<file path="config.mk">
export PLATFORM = sky130hd
export DESIGN_NAME = mem_bridge
export DESIGN_NICKNAME = d
export VERILOG_FILES = /design/src/rtl/mem_pkg.sv /design/src/rtl/mem_lane.sv /design/src/rtl/mem_bridge.sv
export SDC_FILE = /design/constraint.sdc
export NUM_CORES = 1
export LEC_CHECK = 0
export ABC_AREA = 1
export CAP_MARGIN = 0
export CELL_PAD_IN_SITES_DETAIL_PLACEMENT = 1
export CELL_PAD_IN_SITES_GLOBAL_PLACEMENT = 1
export CORE_ASPECT_RATIO = 0.9
export CORE_MARGIN = 3
export CORE_UTILIZATION = 31
export CTS_CLUSTER_SIZE = 28
export DETAILED_ROUTE_END_ITERATION = 6
export GPL_ROUTABILITY_DRIVEN = 0
export PLACE_DENSITY_LB_ADDON = 0.1
export SETUP_SLACK_MARGIN = 0.05
export SLEW_MARGIN = 20
export SYNTH_ARGS = -nofsm -noshare
export SYNTH_HDL_FRONTEND = slang
export SYNTH_SLANG_ARGS = --single-unit
</file>
<file path="constraint.sdc">
create_clock -name Clk -period 3.4 [get_ports Clk]
set_clock_uncertainty 0.05 [all_clocks]
set_input_delay 0.68 -clock Clk [delete_from_list [all_inputs] [get_ports Clk]]
set_output_delay 0.68 -clock Clk [all_outputs]
set_load 0.01 [all_outputs]
</file>
<file path="src/rtl/mem_pkg.sv">
// Shared bus definitions for the core-to-RAM bridge and other bus agents.
// Size codes travel on MEM_ByteEnable; state encodings are used by mem_bridge.
package mem_pkg;

  localparam logic [1:0] SZ_BYTE = 2'b00;
  localparam logic [1:0] SZ_HALF = 2'b01;
  localparam logic [1:0] SZ_WORD = 2'b10;
  localparam logic [1:0] SZ_RSVD = 2'b11;

  typedef enum logic [1:0] {
    ST_IDLE   = 2'd0,
    ST_ACCESS = 2'd1,
    ST_WAIT   = 2'd2,
    ST_DONE   = 2'd3
  } state_t;

endpackage

</file>
<file path="src/rtl/mem_lane.sv">
// Byte-lane steering between the 32-bit core bus and a 32-bit RAM word:
// write strobes/replicated data, misalignment check, and read extraction.
module mem_lane
  import mem_pkg::*;
(
  input  logic [1:0]  i_wr_size,
  input  logic [1:0]  i_wr_addr_lo,
  input  logic [31:0] i_wr_data,
  input  logic [1:0]  i_rd_size,
  input  logic [1:0]  i_rd_addr_lo,
  input  logic [31:0] i_rd_data,
  output logic [3:0]  o_we,
  output logic [31:0] o_wdata,
  output logic        o_illegal,
  output logic [31:0] o_rdata
);

  always_comb begin
    o_we      = 4'b0000;
    o_wdata   = 32'h0;
    o_illegal = 1'b0;
    case (i_wr_size)
      SZ_BYTE: begin
        o_we    = 4'b0001 << i_wr_addr_lo;
        o_wdata = {4{i_wr_data[7:0]}};
      end
      SZ_HALF: begin
        o_we      = i_wr_addr_lo[1] ? 4'b1100 : 4'b0011;
        o_wdata   = {2{i_wr_data[15:0]}};
        o_illegal = i_wr_addr_lo[0];
      end
      SZ_WORD: begin
        o_we      = 4'b1111;
        o_wdata   = i_wr_data;
        o_illegal = |i_wr_addr_lo;
      end
      default: o_illegal = 1'b1;
    endcase
  end

  always_comb begin
    o_rdata = 32'h0;
    case (i_rd_size)
      SZ_BYTE: o_rdata = {24'h0, i_rd_data[{i_rd_addr_lo, 3'b000} +: 8]};
      SZ_HALF: o_rdata = {16'h0, (i_rd_addr_lo[1] ? i_rd_data[31:16] : i_rd_data[15:0])};
      default: o_rdata = i_rd_data;
    endcase
  end

endmodule

</file>
<file path="src/rtl/mem_bridge.sv">
// Core bus to synchronous single-port RAM bridge: accept, RAM access, fixed
// read wait, then a one-cycle completion pulse (with error for misaligned access).
module mem_bridge
  import mem_pkg::*;
#(
  parameter int ADDR_W      = 12,
  parameter int WAIT_CYCLES = 1
) (
  input  logic              Clk,
  input  logic              Reset,
  input  logic              MEM_Cmd,
  input  logic              MEM_We,
  input  logic [1:0]        MEM_ByteEnable,
  input  logic [31:0]       MEM_Addr,
  input  logic [31:0]       MEM_DataOut,
  output logic              MEM_Ready,
  output logic [31:0]       MEM_DataIn,
  output logic              MEM_DataReady,
  output logic              MEM_Err,
  output logic              RAM_En,
  output logic [3:0]        RAM_We,
  output logic [ADDR_W-1:0] RAM_Addr,
  output logic [31:0]       RAM_WData,
  input  logic [31:0]       RAM_RData
);

  localparam logic [3:0] WAIT_LOAD = 4'(WAIT_CYCLES - 1);

  state_t            r_state;
  logic              r_we;
  logic [1:0]        r_size;
  logic [1:0]        r_addr_lo;
  logic [3:0]        r_cnt;
  logic [31:0]       r_data_in;
  logic              r_data_ready;
  logic              r_err;
  logic              r_ram_en;
  logic [3:0]        r_ram_we;
  logic [ADDR_W-1:0] r_ram_addr;
  logic [31:0]       r_ram_wdata;

  logic [3:0]        w_lane_we;
  logic [31:0]       w_lane_wdata;
  logic              w_illegal;
  logic [31:0]       w_lane_rdata;
  logic              w_unused_addr;

  // Upper address bits are deliberately dropped so accesses wrap in the RAM.
  assign w_unused_addr = ^MEM_Addr[31:ADDR_W+2];

  mem_lane u_lane (
    .i_wr_size    (MEM_ByteEnable),
    .i_wr_addr_lo (MEM_Addr[1:0]),
    .i_wr_data    (MEM_DataOut),
    .i_rd_size    (r_size),
    .i_rd_addr_lo (r_addr_lo),
    .i_rd_data    (RAM_RData),
    .o_we         (w_lane_we),
    .o_wdata      (w_lane_wdata),
    .o_illegal    (w_illegal),
    .o_rdata      (w_lane_rdata)
  );

  always_ff @(posedge Clk or posedge Reset) begin
    if (Reset) begin
      r_state      <= ST_IDLE;
      r_we         <= 1'b0;
      r_size       <= SZ_BYTE;
      r_addr_lo    <= 2'b00;
      r_cnt        <= 4'd0;
      r_data_in    <= 32'h0;
      r_data_ready <= 1'b0;
      r_err        <= 1'b0;
      r_ram_en     <= 1'b0;
      r_ram_we     <= 4'b0000;
      r_ram_addr   <= '0;
      r_ram_wdata  <= 32'h0;
    end else begin
      r_data_ready <= 1'b0;
      r_err        <= 1'b0;
      case (r_state)
        ST_IDLE: begin
          if (MEM_Cmd) begin
            r_we      <= MEM_We;
            r_size    <= MEM_ByteEnable;
            r_addr_lo <= MEM_Addr[1:0];
            if (w_illegal) begin
              r_state      <= ST_DONE;
              r_data_ready <= 1'b1;
              r_err        <= 1'b1;
              r_data_in    <= 32'h0;
            end else begin
              r_state    <= ST_ACCESS;
              r_ram_en   <= 1'b1;
              r_ram_addr <= MEM_Addr[ADDR_W+1:2];
              if (MEM_We) begin
                r_ram_we    <= w_lane_we;
                r_ram_wdata <= w_lane_wdata;
              end
            end
          end
        end
        ST_ACCESS: begin
          r_ram_en    <= 1'b0;
          r_ram_we    <= 4'b0000;
          r_ram_addr  <= '0;
          r_ram_wdata <= 32'h0;
          if (r_we) begin
            r_state      <= ST_DONE;
            r_data_ready <= 1'b1;
          end else begin
            r_state <= ST_WAIT;
            r_cnt   <= WAIT_LOAD;
          end
        end
        ST_WAIT: begin
          // Terminal count: RAM data has been valid for the full latency.
          if (r_cnt == 4'd0) begin
            r_data_in    <= w_lane_rdata;
            r_state      <= ST_DONE;
            r_data_ready <= 1'b1;
          end else begin
            r_cnt <= r_cnt - 4'd1;
          end
        end
        ST_DONE: r_state <= ST_IDLE;
        default: r_state <= ST_IDLE;
      endcase
    end
  end

  assign MEM_Ready     = (r_state == ST_IDLE) && !Reset;
  assign MEM_DataIn    = r_data_in;
  assign MEM_DataReady = r_data_ready;
  assign MEM_Err       = r_err;
  assign RAM_En        = r_ram_en;
  assign RAM_We        = r_ram_we;
  assign RAM_Addr      = r_ram_addr;
  assign RAM_WData     = r_ram_wdata;

endmodule

</file>
# Yosys cells after proc, flatten, opt, wreduce, memory -nomap -nowiden
# Index checks and enable logic that the tools add are counted.
[classes] n_addsub=1 n_shift=2 mux=38 n_eq_ne=13 reduce_logical=16
[ops] op="$mux 32" count=6
[ops] op="$pmux 32 s2" count=3
[ops] op="$pmux 32 s3" count=1
[ops] op="$shiftx 32x6->8" count=1
[ops] op="$mux 12" count=2
[ops] op="$mux 4" count=6
[ops] op="$pmux 12 s2" count=1
[ops] op="$mux 16" count=1
[ops] op="$pmux 4 s2" count=2
[ops] op="$ne 2x2->1 const B" count=6
[ops] op="$pmux 4 s3" count=1
[ops] op="$mux 1" count=8
[ops] op="$pmux 2 s4" count=1
[ops] op="$reduce_and 4->1" count=2
[ops] op="$eq 2x1->1 const B" count=3
[ops] op="$eq 2x2->1 const B" count=3
[ops] op="$logic_not 2->1" count=3
[ops] op="$mux 2" count=3
[ops] op="$pmux 1 s3" count=2
[ops] op="$reduce_and 3->1" count=2
[ops] op="$reduce_bool 2->1" count=3
[ops] op="$logic_not 4->1" count=1
[ops] op="$reduce_and 2->1" count=2
[ops] op="$shl 1x2->4 const A" count=1
[ops] op="6 further kinds" count=6
[totals] elab_cells=82 register_bits=94 inputBits=102 output_inout_bits=84

# Longest topological paths before layout
# Gate-level depths: netlist (run 1).
[logic_depth] depth_word=6 ltp_mapped=10 ltp_nobuf=9

# Hierarchy
# From an unflattened synthesis (run 1), not the netlist that was laid out.
[hier_totals] hier_cells=758 area_unflattened_um2=5305.1
[by_module_without_submodules] mod="mem_bridge" area_per_inst_um2=4256.6 cells_per_inst=507 n_inst=1 seq_area_each_um2=2352.3
[by_module_without_submodules] mod="mem_lane" area_per_inst_um2=1048.5 cells_per_inst=251 n_inst=1 seq_area_each_um2=0.0

# Least setup slack after synthesis (run 1)
# OpenSTA, ideal clock, no wires.
[synth_path] path_type="register to output" startpoint="reg r_state[0]" endpoint="out MEM_Ready" path_buffers=0 path_slack_ps=1678 arrival_time_ps=992 stages_incl_launch_ff=5 required_time_ps=2670 path_cell_list="dfrtp_1 -> inv_1 -> ha_1 -> inv_2 -> nor2_1"
[synth_via] elab_chain_len=2
[synth_lines] element="from (decl)" line="mem_bridge.sv:29" text="state_t r_state;"
[synth_lines] element="from (signal assigned)" line="mem_bridge.sv:66" text="r_state <= ST_IDLE;"
[synth_lines] element="from (signal assigned)" line="mem_bridge.sv:88" text="r_state <= ST_DONE;"
[synth_lines] element="from (signal assigned)" line="mem_bridge.sv:93" text="r_state <= ST_ACCESS;"
[synth_lines] element="$logic_not 2->1" line="mem_bridge.sv:132" text="assign MEM_Ready = (r_state == ST_IDLE) && !Reset;"
[synth_lines] element="$logic_and 1x1->1" line="mem_bridge.sv:132"
[synth_lines] element="to (decl)" line="mem_bridge.sv:16" text="output logic MEM_Ready,"
# Every way passes these cells.

# Worst setup path after layout (run 1)
[layout_path] startpoint="reg r_state[1]" endpoint="out MEM_Ready"
# The elaborated chain is that of the path after synthesis.

==> flow_summary.ini, run 1 <==
[status]
run_status = finished, final reports clean

[sta]
worst_pin_slew_ns = 0.907
holdWs_ns = 0.425
drv_slew = 0
fin_crit_sh = 0.796
period_minus_slack_ns = 2.71
setup-tns-final_ns = 0
fmax_mhz = 370
finalWorstSetupSlack_ns = 0.694
relSlewSlack = 0.396
setup_viol = 0
rsz0062_at_grt = no
hold_viol = 0

[setup_path]
worstPathCellList = inv_1 > ha_1 > inv_2 > nor2_1 > clkdlybuf4s50_1
cp_slowest_cell = clkdlybuf4s50_1
path_buf_inv = 3
arrival_ns = 1.98
slowest_delay_ns = 0.54
crit_cells = 5
rr_worst_depth = 6
critPathKind = register to output pin
cp.required_ns = 2.67
endpoint_kind = output pin
crit_family = buffers and inverters
startpoint_type = register
crit_fanout = 6

[synth]
ys_ff_latch = 94
yosysTopAreaCellShare = 0.469
synth_top_area_cell = dfrtp_1
async_reset_ff_frac = 1.00
synth_nets = 820
synth.distinct_cells = 26
synthTopCellsByCount = 332 x nand2_1, 94 x dfrtp_1, 65 x inv_1, 59 x nand3_1
synth_cells = 711
avgSynthCellArea_um2 = 7.05
ys_warn_count = 0
yosysSeqAreaShare = 0.469
synth-edff-count = 0
synthFlopType = dfrtp_1
synth.most_common_cell = nand2_1
synth_area_leaders = dfrtp_1 47%, nand2_1 25%, nand3_1 5.9%
synth_area_um2 = 5010

[drt]
wl_met3_mm = 1.03
final_antenna_net_count = 0
dr.max_layer_used = met4
viasPerCell = 4.80
dr.pass1.iters = 4
initialDrtViolationCount = 290
route.vias.total = 5157
wl_met1_mm = 7.74
wl_met2_mm = 8.49
drc = 0
wire_per_inst_um = 16.3
wl_mm = 17.5

[floorplanning]
std_cell_rows = 43
die_h_um = 127
io_pins = 186
die-area_um2 = 17700
core_um2 = 15600
start_util = 0.321
die_w_um = 140

[global_route]
grt_max_degree = 58
grt_first_pass_wirelength_mm = 28.7
grt_pass1_vias = 5589
grt_overflow = 0
antenna_found_initial = 0
track_usage = 0.199

[clocking]
cts_sinks = 94
numCtsBuffers = 9
cts_resized = 0
htree_levels = 3
clk_pin_slew_ns = 0.07
hold_buffers = 0
cts_buffer_depth = 2
clkLatencyLatePin_ns = 0.35
cts_tree = done
root_buffer = clkbuf_16
cts_setup_buffers = 0

[final_layout]
finalCoreUtilization = 0.462
synthToLayoutAreaGrowth_pct = 43.7
layout-drive-gt1-share = 0.0447
diodes = 0
nNetsFinal = 976

[pwr]
power_density_nw_per_um2 = 856
finalPower_mw = 6.17
irDropWorstVdd_mv = 0.367
p_leak_nw = 3.69

[place]
portBuffers = 167
dp_slack_ns = 0.590
hpwl_mm = 12.8

[job]
cap_violations = 0

[worst_hold_path]
min_path_type = register to register
min_path_cells = 2
-- per-stage QoR --
| stage | instance area, um^2 | std cells |
|---|---|---|
| 4_1_cts | 7200 | 1074 |
| 2_1_floorplan | 5010 | 711 |
| 6_report | 7200 | 1074 |
| 3_5_place_dp | 6860 | 1058 |
| 3_3_place_gp | 6860 | 1058 |
| 5_1_grt | 7200 | 1074 |
-- placed cells by master (no fill, tap or decap), drive strengths merged --
master,Yosys,final
clkdlybuf4s50,0,167
nand4,10,10
nand3,61,61
nor2,42,42
dfrtp,94,94
inv,69,69
a21boi,1,1
a21oi,18,18
clkbuf,16,12
o21ai,44,44
or2,1,1
buf,14,8
nand2,333,333
ha,7,7
bufinv,0,2
clkinv,0,2
o22ai,1,1
-- registers in the layout, summed over array words and instances, names as in the netlist --
name           cells
MEM_DataIn        32
RAM_WData         32
RAM_Addr          12
RAM_We             4
r_cnt              4
r_addr_lo          2
r_size             2
r_state            2
MEM_DataReady      1
MEM_Err            1
RAM_En             1
r_we               1
-- per-layer routing --
layer / vias up / GRT usage
met5: - / 0
met4: 0 / 0.0490
met3: 17 / 0.0520
met2: 140 / 0.338
met1: 2486 / 0.256
li1: 2514 / -
-- cell families after synthesis --
logic type,count (synthesis),synth area share
adder cells (fa/ha/maj),7,0.0175
AO/OA/AOI/OAI,64,0.0676
AND/OR/NAND/NOR,447,0.363
flip-flops,94,0.469
buffers and inverters,99,0.0824
-- worst reg2reg max path, stage by stage (launching register included) --
cell	delay, ns
dfrtp_1	0.42
inv_1	0.14
ha_1	0.62
nand2_1	0.65
o21ai_0	0.36
nand2_1	0.12
nand2_1	0.09
-- layout make-up --
type | instances | area (um^2)
fill | 1915 | 8400
sequential | 94 | 2350
multi-input combinational | 518 | 2250
timing repair buffer | 175 | 1740
clock buffer | 12 | 267
inverter | 69 | 262
tap | 202 | 253
clock inverter | 4 | 77.6
-- power by group --
| group | switching [mW] | internal (mW) | total, mW | leakage (nW) |
|---|---|---|---|---|
| Sequential | 0.339 | 1.58 | 1.92 | 1.25 |
| Combinational | 1.78 | 1.30 | 3.08 | 2.27 |
| Clock | 0.460 | 0.708 | 1.17 | 0.169 |
| Total | 2.58 | 3.59 | 6.17 | 3.69 |
-- path summary, 6_finish.rpt --
kind	slack [ns]	startpoint	end
setup / recovery	0.69	r_state[1]	MEM_Ready
hold / removal	0.43	RAM_WData[19]	RAM_WData[19]
setup reg to reg	0.90	r_state[0]	MEM_DataIn[9]
hold reg to reg	0.43	RAM_WData[19]	RAM_WData[19]
max in group asynchronous	1.82	Reset	RAM_WData[16]
min in group asynchronous	0.80	Reset	MEM_DataIn[4]
Power figures use the tool's default switching activity.
==> run 2: changes to the inputs <==
--- a/config.mk
+++ b/config.mk
@@ -11,7 +11,7 @@
 export CELL_PAD_IN_SITES_GLOBAL_PLACEMENT = 1
 export CORE_ASPECT_RATIO = 0.9
 export CORE_MARGIN = 3
-export CORE_UTILIZATION = 31
+export CORE_UTILIZATION = 28
 export CTS_CLUSTER_SIZE = 28
 export DETAILED_ROUTE_END_ITERATION = 6
 export GPL_ROUTABILITY_DRIVEN = 0
==> constraint.sdc (replaced) <==
create_clock -name Clk -period 2.3 [get_ports Clk]
set_clock_uncertainty 0.05 [all_clocks]
set_input_delay 0.46 -clock Clk [delete_from_list [all_inputs] [get_ports Clk]]
set_output_delay 0.46 -clock Clk [all_outputs]
set_load 0.01 [all_outputs]
==> run 2 against run 1 <==
Net effect: power grew 49%; worst setup slack worse by 0.44 ns; clock power up 32%; first-iteration DRC count is 32% lower; worst hold slack worse by 0.0027 ns; global-route usage down 1.8 points; register-to-register slack worse by 0.58 ns; clock-buffer cell count fell by 2; sequential cell count stayed put; design area increased by 2.0%; critical endpoint unchanged.
==> flow_summary.ini, run 2 (synthesis results as in run 1) <==
[status]
run_status = finished, final reports clean

[floorplanning]
core_um2 = 17200
die_w_um = 147
die_h_um = 133
std_cell_rows = 45
io_pins = 186
die-area_um2 = 19500
start_util = 0.291

[drt]
viasPerCell = 4.57
route.vias.total = 5114
drc = 0
final_antenna_net_count = 0
wire_per_inst_um = 15.7
wl_mm = 17.6
initialDrtViolationCount = 197
dr.pass1.iters = 4

[global_route]
grt_first_pass_wirelength_mm = 28.8
gr-usage-met1 = 0.228
grt_max_degree = 95
grt_pass1_vias = 5577
grt_overflow = 0
antenna_found_initial = 0
track_usage = 0.182
grt_use_met2 = 0.315
grt_use_met3 = 0.0483
grt.busiest_layer = met2

[clocking]
cts_tree = done
clk_pin_slew_ns = 0.07
htree_levels = 3
hold_buffers = 0
root_buffer = clkbuf_16
cts_buffer_depth = 2
cts_sinks = 94
clkLatencyLatePin_ns = 0.34
numCtsBuffers = 9

[setup_path]
crit_fanout = 6
worstPathCellList = inv_1 > ha_1 > inv_2 > nor2_1 > dlygate4sd2_1
arrival_ns = 1.54
slowest_delay_ns = 0.42
endpoint_kind = output pin
critPathKind = register to output pin
cp_slowest_cell = dfrtp_1
cp.required_ns = 1.79
startpoint_type = register

[final_layout]
layout-drive-gt1-share = 0.0588
synthToLayoutAreaGrowth_pct = 46.5
final_cells = 1119
fin_area_um2 = 7350
nNetsFinal = 989
diodes = 0
fillers = 2128
final_cell_mix = 332 x nand2_1, 166 x clkdlybuf4s50_1, 94 x dfrtp_1
final_common_cell = nand2_1

[place]
portBuffers = 167
place_area_um2 = 7050
dp.cells = 1104
hpwl_mm = 13.0
dp_slack_ns = -0.0669

[sta]
hold_viol = 0
setup_viol = 0
fin_crit_sh = 0.890
fmax_mhz = 488
worst_pin_slew_ns = 0.601
drv_slew = 0
rsz0062_at_grt = no
relSlewSlack = 0.598
period_minus_slack_ns = 2.05
finalWorstSetupSlack_ns = 0.253

[job]
cap_violations = 0

[worst_hold_path]
min_path_type = register to register

[pwr]
power_density_nw_per_um2 = 1250
p_leak_nw = 3.73
irDropWorstVdd_mv = 0.537
==> run 2: layout make-up <==
type | instances | area (um^2) | area share
timing repair buffer | 188 | 1890 | 0.257
tap | 235 | 294 | 0.0400
inverter | 69 | 263 | 0.0358
sequential | 94 | 2350 | 0.320
clock inverter | 5 | 58.8 | 0.00801
clock buffer | 10 | 239 | 0.0325
multi-input combinational | 518 | 2250 | 0.306
==> run 2: worst paths after layout <==
check,startpoint,to,slack (ns),cells past startpoint
max,r_state[1],MEM_Ready,0.25,5
min,RAM_WData[23],RAM_WData[23],0.42,2
max reg2reg,r_state[1],RAM_Addr[8],0.32,9
min reg2reg,RAM_WData[23],RAM_WData[23],0.42,2
max in group asynchronous,Reset,RAM_WData[31],1.21,3
min in group asynchronous,Reset,MEM_DataReady,0.58,3
==> run 2: metal layers <==
metal | part of all wire | up-vias
met5 | 0 | -
met2 | 0.49 | 108
met1 | 0.45 | 2458
met4 | 0.012 | 0
li1 | - | 2532
met3 | 0.050 | 16
==> run 2: power breakdown <==
group	leakage, nW	internal (mW)	switching [mW]
combinational	2.35	2.13	2.73
clock	0.141	0.870	0.677
sequential	1.25	2.34	0.435
==> run 2: stage by stage <==
step                      hold WS [ns]  power (mW)  TNS (ns)   util
after global placement           0.411        7.59         0  0.409
final                            0.422        9.18         0  0.426
after CTS                        0.431        9.35         0  0.426
after floorplan                  0.403        5.34         0      -
after detailed placement         0.417        7.75    -0.540  0.409
after global routing             0.452        9.97         0  0.426
==> run 2: critical path, delay by kind of cell (launching register included) <==
family	cells	cell delay, ns
and+or+nand+nor	1	0.08
buffers and inverters	3	0.48
DFF	1	0.42
adders and majority gates	1	0.21
==> run 2: repair_timing <==
item	4_1_cts	5_1_grt
setup buffers	0	0
resized for setup	2	0
endpoints found under the setup margin	1	0
